--- src/rtl/branch_predictor.sv ---
// Dynamic branch predictor: direct-mapped BTB with a 2-bit saturating counter per entry.
// Lookup at IF is purely combinational from the registered table. Training happens at EX on
// each resolved conditional branch. A saturating counter tallies reported mispredictions.
//
// Ports:
//   clk                    clock, all state updates on the rising edge
//   reset                  asynchronous active-low reset
//   if_pc                  fetch PC to predict (word aligned)
//   branch_estimation      1 = predict taken for if_pc
//   predicted_target       predicted target if taken, else if_pc + 4
//   ex_branch              update strobe: EX holds a resolved conditional branch
//   ex_pc                  PC of the resolving branch
//   branch_taken           actual outcome
//   branch_target_actual   actual branch target
//   branch_prediction_miss estimation differed from outcome
//   mispredict_count       saturating count of updates flagged as mispredicted
module branch_predictor #(
  parameter int unsigned ENTRIES = 16,
  parameter int unsigned CNT_W   = 32
) (
  input  logic             clk,
  input  logic             reset,
  input  logic [31:0]      if_pc,
  output logic             branch_estimation,
  output logic [31:0]      predicted_target,
  input  logic             ex_branch,
  input  logic [31:0]      ex_pc,
  input  logic             branch_taken,
  input  logic [31:0]      branch_target_actual,
  input  logic             branch_prediction_miss,
  output logic [CNT_W-1:0] mispredict_count
);

  localparam int unsigned IDX_W = $clog2(ENTRIES);
  localparam int unsigned TAG_W = 32 - IDX_W - 2;

  localparam logic [1:0] CtrWeakNt   = 2'b01;
  localparam logic [1:0] CtrWeakTk   = 2'b10;
  localparam logic [1:0] CtrStrongTk = 2'b11;
  localparam logic [1:0] CtrStrongNt = 2'b00;

  logic [ENTRIES-1:0] valid_q;
  logic [TAG_W-1:0]   tag_q    [ENTRIES];
  logic [31:0]        target_q [ENTRIES];
  logic [1:0]         ctr_q    [ENTRIES];
  logic [CNT_W-1:0]   count_q;

  // Lookup path
  logic [IDX_W-1:0] if_idx;
  logic [TAG_W-1:0] if_tag;
  logic             if_hit;

  always_comb begin
    if_idx            = if_pc[IDX_W+1:2];
    if_tag            = if_pc[31:IDX_W+2];
    if_hit            = valid_q[if_idx] && (tag_q[if_idx] == if_tag);
    branch_estimation = if_hit && ctr_q[if_idx][1];
    predicted_target  = branch_estimation ? target_q[if_idx] : (if_pc + 32'd4);
  end

  // Training path
  logic [IDX_W-1:0] ex_idx;
  logic [TAG_W-1:0] ex_tag;
  logic             ex_hit;
  logic             upd_en;
  logic [1:0]       upd_ctr;
  logic [31:0]      upd_target;
  logic [1:0]       cur_ctr;

  always_comb begin
    ex_idx     = ex_pc[IDX_W+1:2];
    ex_tag     = ex_pc[31:IDX_W+2];
    ex_hit     = valid_q[ex_idx] && (tag_q[ex_idx] == ex_tag);
    cur_ctr    = ctr_q[ex_idx];
    // A not-taken branch that misses the table leaves it untouched.
    upd_en     = ex_branch && (ex_hit || branch_taken);
    upd_ctr    = CtrWeakTk;
    upd_target = branch_taken ? branch_target_actual : target_q[ex_idx];
    if (ex_hit) begin
      if (branch_taken) begin
        upd_ctr = (cur_ctr == CtrStrongTk) ? CtrStrongTk : cur_ctr + 2'd1;
      end else begin
        upd_ctr = (cur_ctr == CtrStrongNt) ? CtrStrongNt : cur_ctr - 2'd1;
      end
    end
  end

  always_ff @(posedge clk or negedge reset) begin
    if (!reset) begin
      valid_q <= '0;
      for (int i = 0; i < int'(ENTRIES); i++) begin
        tag_q[i]    <= '0;
        target_q[i] <= '0;
        ctr_q[i]    <= CtrWeakNt;
      end
    end else if (upd_en) begin
      // Allocation and hit update write the same fields; on a hit tag is rewritten unchanged.
      valid_q[ex_idx]  <= 1'b1;
      tag_q[ex_idx]    <= ex_tag;
      target_q[ex_idx] <= upd_target;
      ctr_q[ex_idx]    <= upd_ctr;
    end
  end

  always_ff @(posedge clk or negedge reset) begin
    if (!reset) begin
      count_q <= '0;
    end else if (ex_branch && branch_prediction_miss && (count_q != {CNT_W{1'b1}})) begin
      count_q <= count_q + 1'b1;
    end
  end

  assign mispredict_count = count_q;

endmodule

--- config.mk ---
export PLATFORM = sky130hd
export DESIGN_NAME = branch_predictor
export DESIGN_NICKNAME = d
export VERILOG_FILES = /design/src/rtl/branch_predictor.sv
export SDC_FILE = /design/constraint.sdc
export NUM_CORES = 2
export LEC_CHECK = 0
export BUFFER_PORTS_ARGS = -buffer_cell sky130_fd_sc_hd__buf_4
export CAP_MARGIN = 20
export CORE_MARGIN = 4
export CORE_UTILIZATION = 60
export CTS_BUF_LIST = sky130_fd_sc_hd__clkbuf_16
export DETAILED_ROUTE_END_ITERATION = 16
export GPL_ROUTABILITY_DRIVEN = 1
export HOLD_SLACK_MARGIN = 0.03
export PLACE_DENSITY = 0.76
export SETUP_SLACK_MARGIN = 0.1
export SLEW_MARGIN = 20
export SYNTH_ARGS = -nofsm -noshare
export SYNTH_HDL_FRONTEND = slang
export SYNTH_SLANG_ARGS = --single-unit
--- constraint.sdc ---
create_clock -name clk -period 10.18 [get_ports clk]
set_input_delay 2.036 -clock clk [delete_from_list [all_inputs] [get_ports clk]]
set_output_delay 2.036 -clock clk [all_outputs]
set_load 0.005 [all_outputs]
==> metrics.md <==
| Metric | Value |
|---|---|
| Worst Tran Pin Value | `1.13 ns` |
| 1st-pass router iterations | `5` |
| Final min period | `8.68 ns` |
| Hold Worst Slack | `0.482 ns` |
| Net count, final | `3848` |
| Average routed wire per standard cell | `32.8 um` |
| Clock sink count | `1008` |
| Period utilization | `0.853` |
| GRT Resource Usage Total | `0.350` |
| Post-Syn Nets | `3853` |
| Share of the synthesized area in the top cell type | `0.455` |
| Count of instances resized after the clock tree is built | `0` |
| Largest driver fanout on the critical path | `57` |
| Clock tree from TritonCTS | `yes` |
| Post-synth EDFFs | `0` |
| Chip width | `309 um` |
| Worst EP arrival | `6.64 ns` |
| Reg clk slew, reported paths | `0.06 ns` |
| Top_reg_cell synth | `sky130_fd_sc_hd__dfrtp_1` |
| Number of failing setup endpoints in the final timing report | `0` |
| DRC errors left | `0` |
| Maximum number of pins on one net before global-route repair | `192` |
| Cell Chain, Critical Path | `buf_8 -> buf_4 -> mux4_2 -> mux4_2 -> xnor2_1 -> nand4_1 -> nor3_1 -> nand4_1 -> buf_4 -> mux2_2 -> buf_4` |
| Clock root buffer | `sky130_fd_sc_hd__clkbuf_16` |
| Clock Skew | `0.0291 ns` |
| Vertical die dimension | `309 um` |
| Number of antenna violations at the first check in global routing | `12` |
| Fmax | `115 MHz` |
| Final wirelength | `165000 um` |
| Proportion of layout cells with a drive suffix above 1 | `0.417` |
| Kind of cell with the highest combined delay on the critical path | `buffers and inverters` |
| Result of the run | `completed` |
| Via count | `37200` |
| Number of nets with antenna violations after routing | `0` |
| Buffers & Inverters on Critical Path | `4` |
| Delay contributed by the slowest stage of the critical path | `0.59 ns` |
| Cell with the most instances after synthesis | `sky130_fd_sc_hd__dfrtp_1` |
| Hold Vio Cnt, Final | `0` |
| Cell Area, Synth | `54500 sq um` |
| 1st-iter DRT viols | `4267` |
| Number of max-cap violations | `0` |
| IR drop worst, VDD | `0.000136 V` |
| Kind of start point of the critical path | `input port` |
| Top post-synthesis cells by area | `sky130_fd_sc_hd__dfrtp_1, sky130_fd_sc_hd__mux4_2, sky130_fd_sc_hd__mux2_2, sky130_fd_sc_hd__a2bb2oi_1, sky130_fd_sc_hd__o2bb2ai_1` |
| Leakage power summed over all cells | `25.6 nW` |
| Starting density of the core | `0.605` |
| Most used standard cells in the synthesized netlist | `sky130_fd_sc_hd__dfrtp_1, sky130_fd_sc_hd__mux2_2, sky130_fd_sc_hd__mux4_2, sky130_fd_sc_hd__nand2_1, sky130_fd_sc_hd__a2bb2oi_1` |
| Placement row count | `110` |
| Unrepaired setup endpoints after global routing | `no` |
| Number of pins with negative max-slew slack in the final report | `0` |
| Worst path slowest cell | `sky130_fd_sc_hd__buf_4` |
| Area enclosed by the die boundary | `95800 sq um` |
| Final weighted congestion of routability-driven global placement | `0.888` |
| Async set-or-reset flop fraction in the synthesized netlist | `1.00` |
| Clock latency on the worst-skew pair | `0.69 ns` |
| IO Port Bufs | `163` |
| Mean post-synth cell area | `14.5 sq um` |
| Area growth syn-to-layout | `9.89%` |
| Syn Inst Count | `3750` |
| Clk buf depth | `3` |
| Kind of path behind the tightest hold check | `reg2reg` |
| CP required | `8.14 ns` |
| Number of buffers added by the clock tree synthesis step | `107` |
| Relative slew slack | `0.242` |
| Count of pins on the block boundary | `166` |
| Power per cell area | `199 nW/um^2` |
| Number of different library cells in the post-synthesis netlist | `69` |
| Type of the worst setup path | `in2out` |
| Cell repeated most along the worst path | `sky130_fd_sc_hd__buf_4` |
| Total negative setup slack | `0 ns` |
| FF+latch count, synth | `1008` |
| Most area-hungry cell type in the Yosys netlist | `sky130_fd_sc_hd__dfrtp_1` |
| Std-Cell Core Area | `90100 sq um` |
| Proportion of synthesized chip area in sequential cells | `0.463` |
| Congestion Overflow GR | `0` |
| Vias in the first global route | `38500` |
| Number of post-CTS setup repair buffers | `0` |
| Deepest level of the CTS H-tree | `3` |
| Count of yosys warnings during synthesis | `0` |
| Endpoint kind of the worst setup timing path | `output pin` |
| Final HPWL DP | `96200 um` |
| Global-route wire length before repair | `248000 um` |
| Via density per instance | `7.41` |
| Post-CTS Hold Buffers | `0` |
| Register-to-register setup slack | `4.36 ns` |
-- metal layers --
metal,track usage,share of wire
met5,0,0.00056
met1,0.476,0.38
met3,0.104,0.11
met2,0.524,0.45
met4,0.170,0.056
-- area by class of cell --
cell class	count	area, sq um
sequential	1008	25200
tap	1176	1470
clock inverter	87	658
antenna	4	10.0
fill	6229	30200
timing repair buffer	249	2110
inverter	19	73.8
clock buffer	111	2780
multi-input combinational	2360	27600
-- flip-flops by register name, indices dropped and copies added (netlist names) --
name              flops
target_q            512
valid_q              16
ctr_q                32
mispredict_count     32
tag_q               416
-- metrics by stage --
step / setup WS (ns) / area [sq um] / instances / total power, mW / util
2_1_floorplan: 2.80 / 54500 / 3750 / 7.22 / -
3_3_place_gp: 1.61 / 56400 / 4808 / 7.92 / 0.625
3_5_place_dp: 1.59 / 56400 / 4810 / 8.04 / 0.626
4_1_cts: 1.57 / 59900 / 5008 / 11.9 / 0.664
5_1_grt: 1.29 / 59900 / 5012 / 12.4 / 0.665
6_report: 1.50 / 59900 / 5014 / 11.9 / 0.665
-- kinds of logic (layout without fill, tap and decap cells) --
logic type | Yosys count | after routing | synth area share
AND/OR/NAND/NOR | 511 | 511 | 0.0447
adder cells (fa/ha/maj) | 3 | 3 | 0.000642
AO/OA/AOI/OAI | 486 | 486 | 0.0736
multiplexers | 1235 | 1235 | 0.365
flip-flops | 1008 | 1008 | 0.463
XOR/XNOR | 125 | 125 | 0.0201
other | 0 | 4 | 0
buffers and inverters | 382 | 466 | 0.0335
-- report_power, final --
part	total [mW]	internal (mW)	switching [mW]
sequential	5.42	4.79	0.631
combinational	2.62	1.55	1.07
clock	3.86	2.19	1.66
-- cells in the final DEF (no fill, tap or decap), types with 22 or more instances in the layout --
cell type / Yosys / final
sky130_fd_sc_hd__dfrtp_1: 992 / 992
sky130_fd_sc_hd__o2bb2ai_1: 166 / 166
sky130_fd_sc_hd__nand2_1: 220 / 213
sky130_fd_sc_hd__mux2i_1: 67 / 67
sky130_fd_sc_hd__a21oi_1: 22 / 22
sky130_fd_sc_hd__mux4_2: 538 / 538
sky130_fd_sc_hd__mux2_1: 37 / 37
sky130_fd_sc_hd__clkinv_1: 2 / 25
sky130_fd_sc_hd__nand3_1: 39 / 39
sky130_fd_sc_hd__nand4_1: 23 / 23
sky130_fd_sc_hd__o21ai_0: 29 / 29
sky130_fd_sc_hd__nor2_1: 107 / 103
sky130_fd_sc_hd__xor2_1: 45 / 45
sky130_fd_sc_hd__buf_4: 25 / 228
sky130_fd_sc_hd__a2bb2oi_1: 203 / 203
sky130_fd_sc_hd__mux2_2: 593 / 593
sky130_fd_sc_hd__clkbuf_16: 0 / 111
sky130_fd_sc_hd__inv_1: 15 / 40
sky130_fd_sc_hd__xnor2_1: 80 / 80
-- worst paths after layout --
check	startpoint	endpoint	depth (start not counted)
setup / recovery	if_pc[2]	predicted_target[23]	11
max in group asynchronous	reset	tag_q[368]	3
hold / removal	ctr_q[28]	ctr_q[28]	1
hold reg to reg	ctr_q[28]	ctr_q[28]	1
setup reg to reg	tag_q[155]	tag_q[277]	10
min in group asynchronous	reset	tag_q[411]	1
No activity file was read; power rests on OpenSTA's default activity.
